$ cat src/rtl/fir_pkg.sv
// Shared widths, FSM encoding and helpers for the fir_ctrl filter sequencer.
package fir_pkg;

  localparam int DATA_W = 16;
  localparam int ACC_W  = 39;

  typedef enum logic [1:0] {
    ST_IDLE = 2'd0,
    ST_LOAD = 2'd1,
    ST_RUN  = 2'd2,
    ST_OUT  = 2'd3
  } fir_state_t;

  // Clamp the wide accumulator to the 16-bit output range.
  function automatic logic [DATA_W-1:0] sat16(input logic [ACC_W-1:0] v);
    return (v > ACC_W'(65535)) ? {DATA_W{1'b1}} : v[DATA_W-1:0];
  endfunction

endpackage

$ cat src/rtl/fir_delay_line.sv
// Circular sample buffer: one write port at wr_ptr, one read port at wr_ptr-offset.
// Every entry clears on reset.
module fir_delay_line
  import fir_pkg::*;
#(
  parameter int NTAPS = 8,
  parameter int AW    = $clog2(NTAPS)
) (
  input  logic              clk,
  input  logic              rst,
  input  logic              we,
  input  logic [AW-1:0]     wr_ptr,
  input  logic [DATA_W-1:0] wdata,
  input  logic [AW-1:0]     offset,
  output logic [DATA_W-1:0] rdata
);

  logic [NTAPS-1:0][DATA_W-1:0] mem;
  logic [AW-1:0]                rd_addr;

  for (genvar i = 0; i < NTAPS; i++) begin : g_entry
    logic [DATA_W-1:0] q;
    always_ff @(posedge clk or posedge rst) begin
      if (rst)                          q <= '0;
      else if (we && wr_ptr == AW'(i))  q <= wdata;
    end
    assign mem[i] = q;
  end

  // NTAPS is a power of two, so AW-bit subtraction is already modulo NTAPS.
  assign rd_addr = wr_ptr - offset;
  assign rdata   = mem[rd_addr];

endmodule

$ cat src/rtl/fir_ctrl.sv
// FIR sequencer: accepts a sample, walks NTAPS taps through an external MAC, presents the sum.
// Optional FIR_CTRL_SAT_EN adds a 16-bit saturated copy of the result on m_sat.
module fir_ctrl
  import fir_pkg::*;
#(
  parameter int NTAPS   = 8,
  parameter int MAC_LAT = 2,
  localparam int AW     = $clog2(NTAPS)
) (
  input  logic              clk,
  input  logic              rst,
  input  logic              coef_we,
  input  logic [AW-1:0]     coef_addr,
  input  logic [DATA_W-1:0] coef_wdata,
  input  logic              s_valid,
  output logic              s_ready,
  input  logic [DATA_W-1:0] s_data,
  output logic              m_valid,
  input  logic              m_ready,
  output logic [ACC_W-1:0]  m_data,
`ifdef FIR_CTRL_SAT_EN
  output logic [DATA_W-1:0] m_sat,
`endif
  output logic [DATA_W-1:0] mac_x,
  output logic [DATA_W-1:0] mac_b,
  output logic [ACC_W-1:0]  mac_sum_in,
  input  logic [ACC_W-1:0]  mac_sum_out,
  output logic              busy
);

  localparam int LW = (MAC_LAT > 1) ? $clog2(MAC_LAT) : 1;

  fir_state_t                   state;
  logic [AW-1:0]                wr_ptr;
  logic [AW-1:0]                k;
  logic [LW-1:0]                lat_cnt;
  logic [ACC_W-1:0]             acc;
  logic [DATA_W-1:0]            smp;
  logic [NTAPS-1:0][DATA_W-1:0] coef;
  logic [DATA_W-1:0]            tap_x;
  logic                         tap_last;
  logic                         in_run;

  assign busy     = (state != ST_IDLE);
  assign s_ready  = (state == ST_IDLE);
  assign in_run   = (state == ST_RUN);
  assign tap_last = (lat_cnt == LW'(MAC_LAT - 1));

  fir_delay_line #(.NTAPS(NTAPS), .AW(AW)) u_dly (
    .clk    (clk),
    .rst    (rst),
    .we     (state == ST_LOAD),
    .wr_ptr (wr_ptr),
    .wdata  (smp),
    .offset (k),
    .rdata  (tap_x)
  );

  // Operands come straight from registered state so they stay put for the whole tap.
  assign mac_x      = in_run ? tap_x   : '0;
  assign mac_b      = in_run ? coef[k] : '0;
  assign mac_sum_in = in_run ? acc     : '0;

  always_ff @(posedge clk or posedge rst) begin
    if (rst) begin
      coef <= '0;
    end else if (coef_we && !busy) begin
      coef[coef_addr] <= coef_wdata;
    end
  end

  always_ff @(posedge clk or posedge rst) begin
    if (rst) begin
      state   <= ST_IDLE;
      wr_ptr  <= '0;
      k       <= '0;
      lat_cnt <= '0;
      acc     <= '0;
      smp     <= '0;
      m_valid <= 1'b0;
      m_data  <= '0;
`ifdef FIR_CTRL_SAT_EN
      m_sat   <= '0;
`endif
    end else begin
      case (state)
        ST_IDLE: begin
          if (s_valid) begin
            smp   <= s_data;
            state <= ST_LOAD;
          end
        end
        ST_LOAD: begin
          acc     <= '0;
          k       <= '0;
          lat_cnt <= '0;
          state   <= ST_RUN;
        end
        ST_RUN: begin
          if (tap_last) begin
            lat_cnt <= '0;
            acc     <= mac_sum_out;
            k       <= k + AW'(1);
            if (k == AW'(NTAPS - 1)) state <= ST_OUT;
          end else begin
            lat_cnt <= lat_cnt + LW'(1);
          end
        end
        ST_OUT: begin
          // First OUT cycle publishes the result; afterwards it is held until taken.
          if (!m_valid) begin
            m_valid <= 1'b1;
            m_data  <= acc;
`ifdef FIR_CTRL_SAT_EN
            m_sat   <= sat16(acc);
`endif
          end else if (m_ready) begin
            m_valid <= 1'b0;
            wr_ptr  <= wr_ptr + AW'(1);
            state   <= ST_IDLE;
          end
        end
        default: state <= ST_IDLE;
      endcase
    end
  end

endmodule

$ cat config.mk
export PLATFORM = sky130hd
export DESIGN_NAME = fir_ctrl
export DESIGN_NICKNAME = d
export VERILOG_FILES = /design/src/rtl/fir_pkg.sv /design/src/rtl/fir_delay_line.sv /design/src/rtl/fir_ctrl.sv
export SDC_FILE = /design/constraint.sdc
export NUM_CORES = 1
export LEC_CHECK = 0
export BUFFER_PORTS_ARGS = -buffer_cell sky130_fd_sc_hd__buf_2
export CAP_MARGIN = 20
export CORE_ASPECT_RATIO = 0.9
export CORE_MARGIN = 4
export CORE_UTILIZATION = 41
export CTS_CLUSTER_DIAMETER = 150
export DETAILED_ROUTE_END_ITERATION = 16
export GPL_TIMING_DRIVEN = 1
export PLACE_DENSITY = 0.58
export REMOVE_ABC_BUFFERS = 1
export SLEW_MARGIN = 20
export SYNTH_ARGS = -nofsm -noshare
export SYNTH_HDL_FRONTEND = slang
export SYNTH_HIERARCHICAL = 1
export SYNTH_SLANG_ARGS = --single-unit
$ cat constraint.sdc
create_clock -name clk -period 10.25 [get_ports clk]
set_clock_uncertainty 0.2 [all_clocks]
set_input_delay 2.05 -clock clk [delete_from_list [all_inputs] [get_ports clk]]
set_output_delay 2.05 -clock clk [all_outputs]
set_load 0.02 [all_outputs]
# Yosys cells after proc, flatten, opt, wreduce, memory -nomap -nowiden
# Cells that the tools add are included.
# totals
latchBits	0
ff_bits	360
inputBits	79
out_inout_bits	113
mem_bits_ro	0
word_cells	93
mem_bits_rw	0
memories	0
# op_classes
n_div	0
n_bitwise	1
reduce_logical	20
n_addsub	4
mux	24
eq_ne	16
mul	0
n_lt_le_gt_ge	4
n_shift	0
# ops
cell	n
$bwmux W128	1
$bmux W16 S3	2
$mux W16	5
$mux W39	2
$pmux W39 S2	1
$demux W16 S3	1
$eq A3 B3 Y1 const B	5
$lt A3 B4 Y1 const B	3
$logic_and A1 B1 Y1	10
$mux W2	5
$ne A2 B2 Y1 const B	4
$pmux W2 S4	1
$add A3 B1 Y3 const B	2
$eq A3 B2 Y1 const B	2
$pmux W3 S2	1
$reduce_and A2 Y1	3
$reduce_and A5 Y1	1
$eq A2 B2 Y1 const B	2
$reduce_bool A2 Y1	2
$eq A3 B1 Y1 const B	1
$ge A3 B1 Y1 const B	1
$logic_not A3 Y1	1
$mux W1	3
$mux W3	1
9 further kinds	9

# Longest topological paths before layout
# depth
depth_word	5
ltp_mapped	10

# By module
# The synthesis kept the hierarchy.
# by_module_without_submodules
mod	n_inst	area_per_inst_um2	cells_per_inst	seq_area_each_um2
fir_ctrl	1	10393.7	784	5805.6
fir_delay_line	1	5944.5	343	3203.1

# Least setup slack after synthesis
# Ideal clock, no wire load.
# synth_timing
kind	reg2out
startpoint	reg wr_ptr[0]
endpoint	out mac_x[15]
path_buffers	3
arrival_ps	2419
path_slack_ps	5581
stages_incl_launch_ff	11
path_cell_list	dfrtp_1 -> buf_4 -> inv_1 -> ha_1 -> inv_1 -> fa_1 -> clkbuf_1 -> buf_2 -> mux4_2 -> mux2_2 -> and2_1
# synth_between
elab_chain_cells	4
# synth_lines
item	line_no	source
start, declared	fir_ctrl.sv:34	logic [AW-1:0] wr_ptr;
start signal, assigned	fir_ctrl.sv:119	wr_ptr <= wr_ptr + AW'(1);
$sub A3 B3 Y3	fir_delay_line.sv:31	assign rd_addr = wr_ptr - offset;
$bmux W16 S3	fir_delay_line.sv:32	assign rdata = mem[rd_addr];
$mux W16 (implied by the code)	fir_delay_line.sv:32	
net tap_x[15]	fir_ctrl.sv:40	logic [DATA_W-1:0] tap_x;
$mux W16	fir_ctrl.sv:60	assign mac_x = in_run ? tap_x : '0;
end, declared	fir_ctrl.sv:24	output logic [DATA_W-1:0] mac_x,
# The timed path passes the listed nets, and every way through them passes these cells. The select of a mux whose other input is x is not followed.

# Worst setup path in the final report
# layout_timing
startpoint	reg k[0]
endpoint	out mac_x[0]
# layout_between
elab_chain_cells	4
# layout_lines
item	line_no	source
start, declared	fir_ctrl.sv:35	logic [AW-1:0] k;
start signal, assigned	fir_ctrl.sv:103	k <= k + AW'(1);
$sub A3 B3 Y3	fir_delay_line.sv:31	
$bmux W16 S3	fir_delay_line.sv:32	
$mux W16 (implied by the code)	fir_delay_line.sv:32	
net tap_x[0]	fir_ctrl.sv:40	
$mux W16	fir_ctrl.sv:60	
# The timed path passes the listed nets, and every way through them passes these cells. The select of a mux whose other input is x is not followed.

==> metrics.yaml <==
critical_path_class: "reg2out"
track_usage_pct: 17.8
path_clk_slew_ps: 60
synth_edf_count: 0
syn_inst: 1127
p_sw_share_pct: 33.4
combPwrFrac_pct: 37.7
io_buffers: 191
setup_viol: 0
clock_power_share_pct: 23.3
final-seq-area_mm2: 0.00901
ios: 192
hold_viol_final: 0
cts_setup_buffers: 0
die_width_um: 218
r2r_start: "state[1]$_DFFE_PP0P_"
vias_per_cell: 5.14
grt_pass1_vias: 10300
intPower_w: 0.00407
crit_arrival_ps: 3550
fin_nets: 1399
pwr_density_cell_mw_per_mm2: 320
worstMarginPinSlew_ps: 1060
drt_pass1_iterations: 4
switchingPower_w: 0.00204
maxCapViolCount: 0
min-delay-path-class: "reg2reg"
dr.first_iter.drc_count: 618
ys_ff_latch: 360
cts_root_buf: "clkbuf_16"
p_leak_nw: 9.13
nFillCells: 3465
drt-total-wl_um: 37900
numCtsBuffers: 40
status: "finished clean"
htree_num_levels: 2
final_max_slew_viol_count: 0
cp-start-kind: "flop"
rows: 69
yosys-top-cells-area: "dfrtp_1, mux2_2, mux4_2"
cts_resized: 0
synth_area_mm2: 0.0163
chipHeight_um: 197
synthTopCellsByCount: "dfrtp_1, mux2_2, nand2_1"
peakVddDrop_mv: 0.207
grt_pass1_wl_um: 59900
yosysMostFrequentCell: "dfrtp_1"
post-place-ws_ps: 5050
tns_ps: 0
core-area_mm2: 0.0395
ff2ff_path_depth: 5
p_seq_share_pct: 39.0
ys.flop_type: "dfrtp_1"
synthArstFlopShare_pct: 100
r2r_slack_ps: 7300
clock_latency_ps: 560
cts_tree: "done"
synth_warnings: 6
synth_area_leader_cell: "dfrtp_1"
end_kind: "primary output"
syn_area_per_cell_um2: 14.5
crit_path_start: "k[0]$_DFFE_PP0P_"
antenna_left: 0
route.detailed.drc: 0
synth_cell_types: 35
hold_buffers: 0
grt_max_degree: 95
multi_input_area_mm2: 0.00690
grt.overflow.total: 0
drive_gt1_share_pct: 52.2
cts_buffer_depth: 3
antenna_found_initial: 3
dieArea_mm2: 0.0431
clock_sinks: 360
worstPathRequired_ps: 8000
max_freq_mhz: 172
min_period_ps: 5800
hpwl_um: 22600
syn_to_final_growth_pct: 17.0
period_share_pct: 56.6
place_area_mm2: 0.0178
via_count: 9609
synth_top_area_share_pct: 55.1
relSlewSlack_pct: 29.6
setup.worst_path.end: "mac_x[0]"
worst_slack_ps: 4450
place_congestion: 0.734
rsz0062_at_grt: "false"
initial_core_util_pct: 41.4
cp_max_fo: 32
r2r_end: "u_dly/g_entry[0].q[1]$_DFFE_PP0P_"
ys_seq_area_share_pct: 55.1
final_cell_area_mm2: 0.0191
hold_ws_ps: 292
avgRoutedWirePerCell_um: 20.3
critical path: stages, from the launching register on:
cell	delay [ps]
dfrtp_1	320
buf_4	330
ha_2	240
inv_1	50
fa_1	470
buf_4	440
mux4_2	560
mux2_4	260
and2_1	130
buf_2	150
per-stage QoR:
step | utilization [%] | instances | power, W
final | 48.4 | 1871 | 0.00611
after floorplan | - | 1056 | 0.00406
after detailed placement | 45.0 | 1798 | 0.00474
after global routing | 48.4 | 1871 | 0.00652
after CTS | 48.4 | 1869 | 0.00620
after global placement | 45.0 | 1798 | 0.00469
registers in the layout, summed over array words and instances, names as in the netlist:
signal,flops
coef,128
u_dly/g_entry.q,128
acc,39
m_data,39
smp,16
k,3
wr_ptr,3
state,2
lat_cnt,1
m_valid,1
cell families after synthesis:
| kind of cell | after synthesis | share of synthesized area [%] |
|---|---|---|
| multiplexers | 413 | 32.3 |
| AND/OR/NAND/NOR | 169 | 5.61 |
| flip-flops | 360 | 55.1 |
| AO/OA/AOI/OAI | 76 | 2.80 |
| adder cells (fa/ha/maj) | 11 | 0.888 |
| buffers and inverters | 95 | 2.99 |
| XOR/XNOR | 3 | 0.253 |
cell type report:
class / instances / share of cell area (%)
tap: 532 / 3.48
clock buffer: 60 / 6.53
inverter: 24 / 0.524
antenna: 1 / 0.0131
sequential: 360 / 47.2
multi-input combinational: 672 / 36.1
clock inverter: 11 / 0.360
timing repair buffer: 211 / 5.85
power by group through the flow:
stage / registers [W] / logic, W / clock network (W)
floorplan: 0.00237 / 0.00169 / 0
global placement: 0.00239 / 0.00230 / 0
detailed placement: 0.00241 / 0.00234 / 0
CTS: 0.00239 / 0.00234 / 0.00147
global route: 0.00247 / 0.00252 / 0.00153
finish: 0.00238 / 0.00231 / 0.00142
worst min path at each step:
stage	endpoint	from	cells past startpoint	slack [ps]
global route	u_dly/g_entry[6].q[10]$_DFFE_PP0P_	u_dly/g_entry[6].q[10]$_DFFE_PP0P_	1	310
global placement	acc[14]$_DFFE_PP0P_	acc[14]$_DFFE_PP0P_	2	280
detailed placement	acc[24]$_DFFE_PP0P_	acc[24]$_DFFE_PP0P_	2	290
CTS	acc[32]$_DFFE_PP0P_	acc[32]$_DFFE_PP0P_	2	300
finish	acc[32]$_DFFE_PP0P_	acc[32]$_DFFE_PP0P_	2	290
floorplan	acc[0]$_DFFE_PP0P_	acc[0]$_DFFE_PP0P_	2	260
per-layer routing:
layer	global-route usage, %	share of wire, %	up-vias
met5	0	0.050	-
met4	4.77	2.0	4
met3	3.94	4.9	50
met2	28.4	46	203
met1	25.0	47	4951
li1	-	-	4401
layout by cell type, fill, tap and decap left out, types with 22 or more instances in the layout:
master and n:
nand2_1 84, inv_1 22, clkbuf_16 42, o21ai_0 57, mux4_2 48, buf_2 191
and2_1 55, mux2_4 30, mux2_2 317, dfrtp_1 359
(Power assumes the default switching activity.)
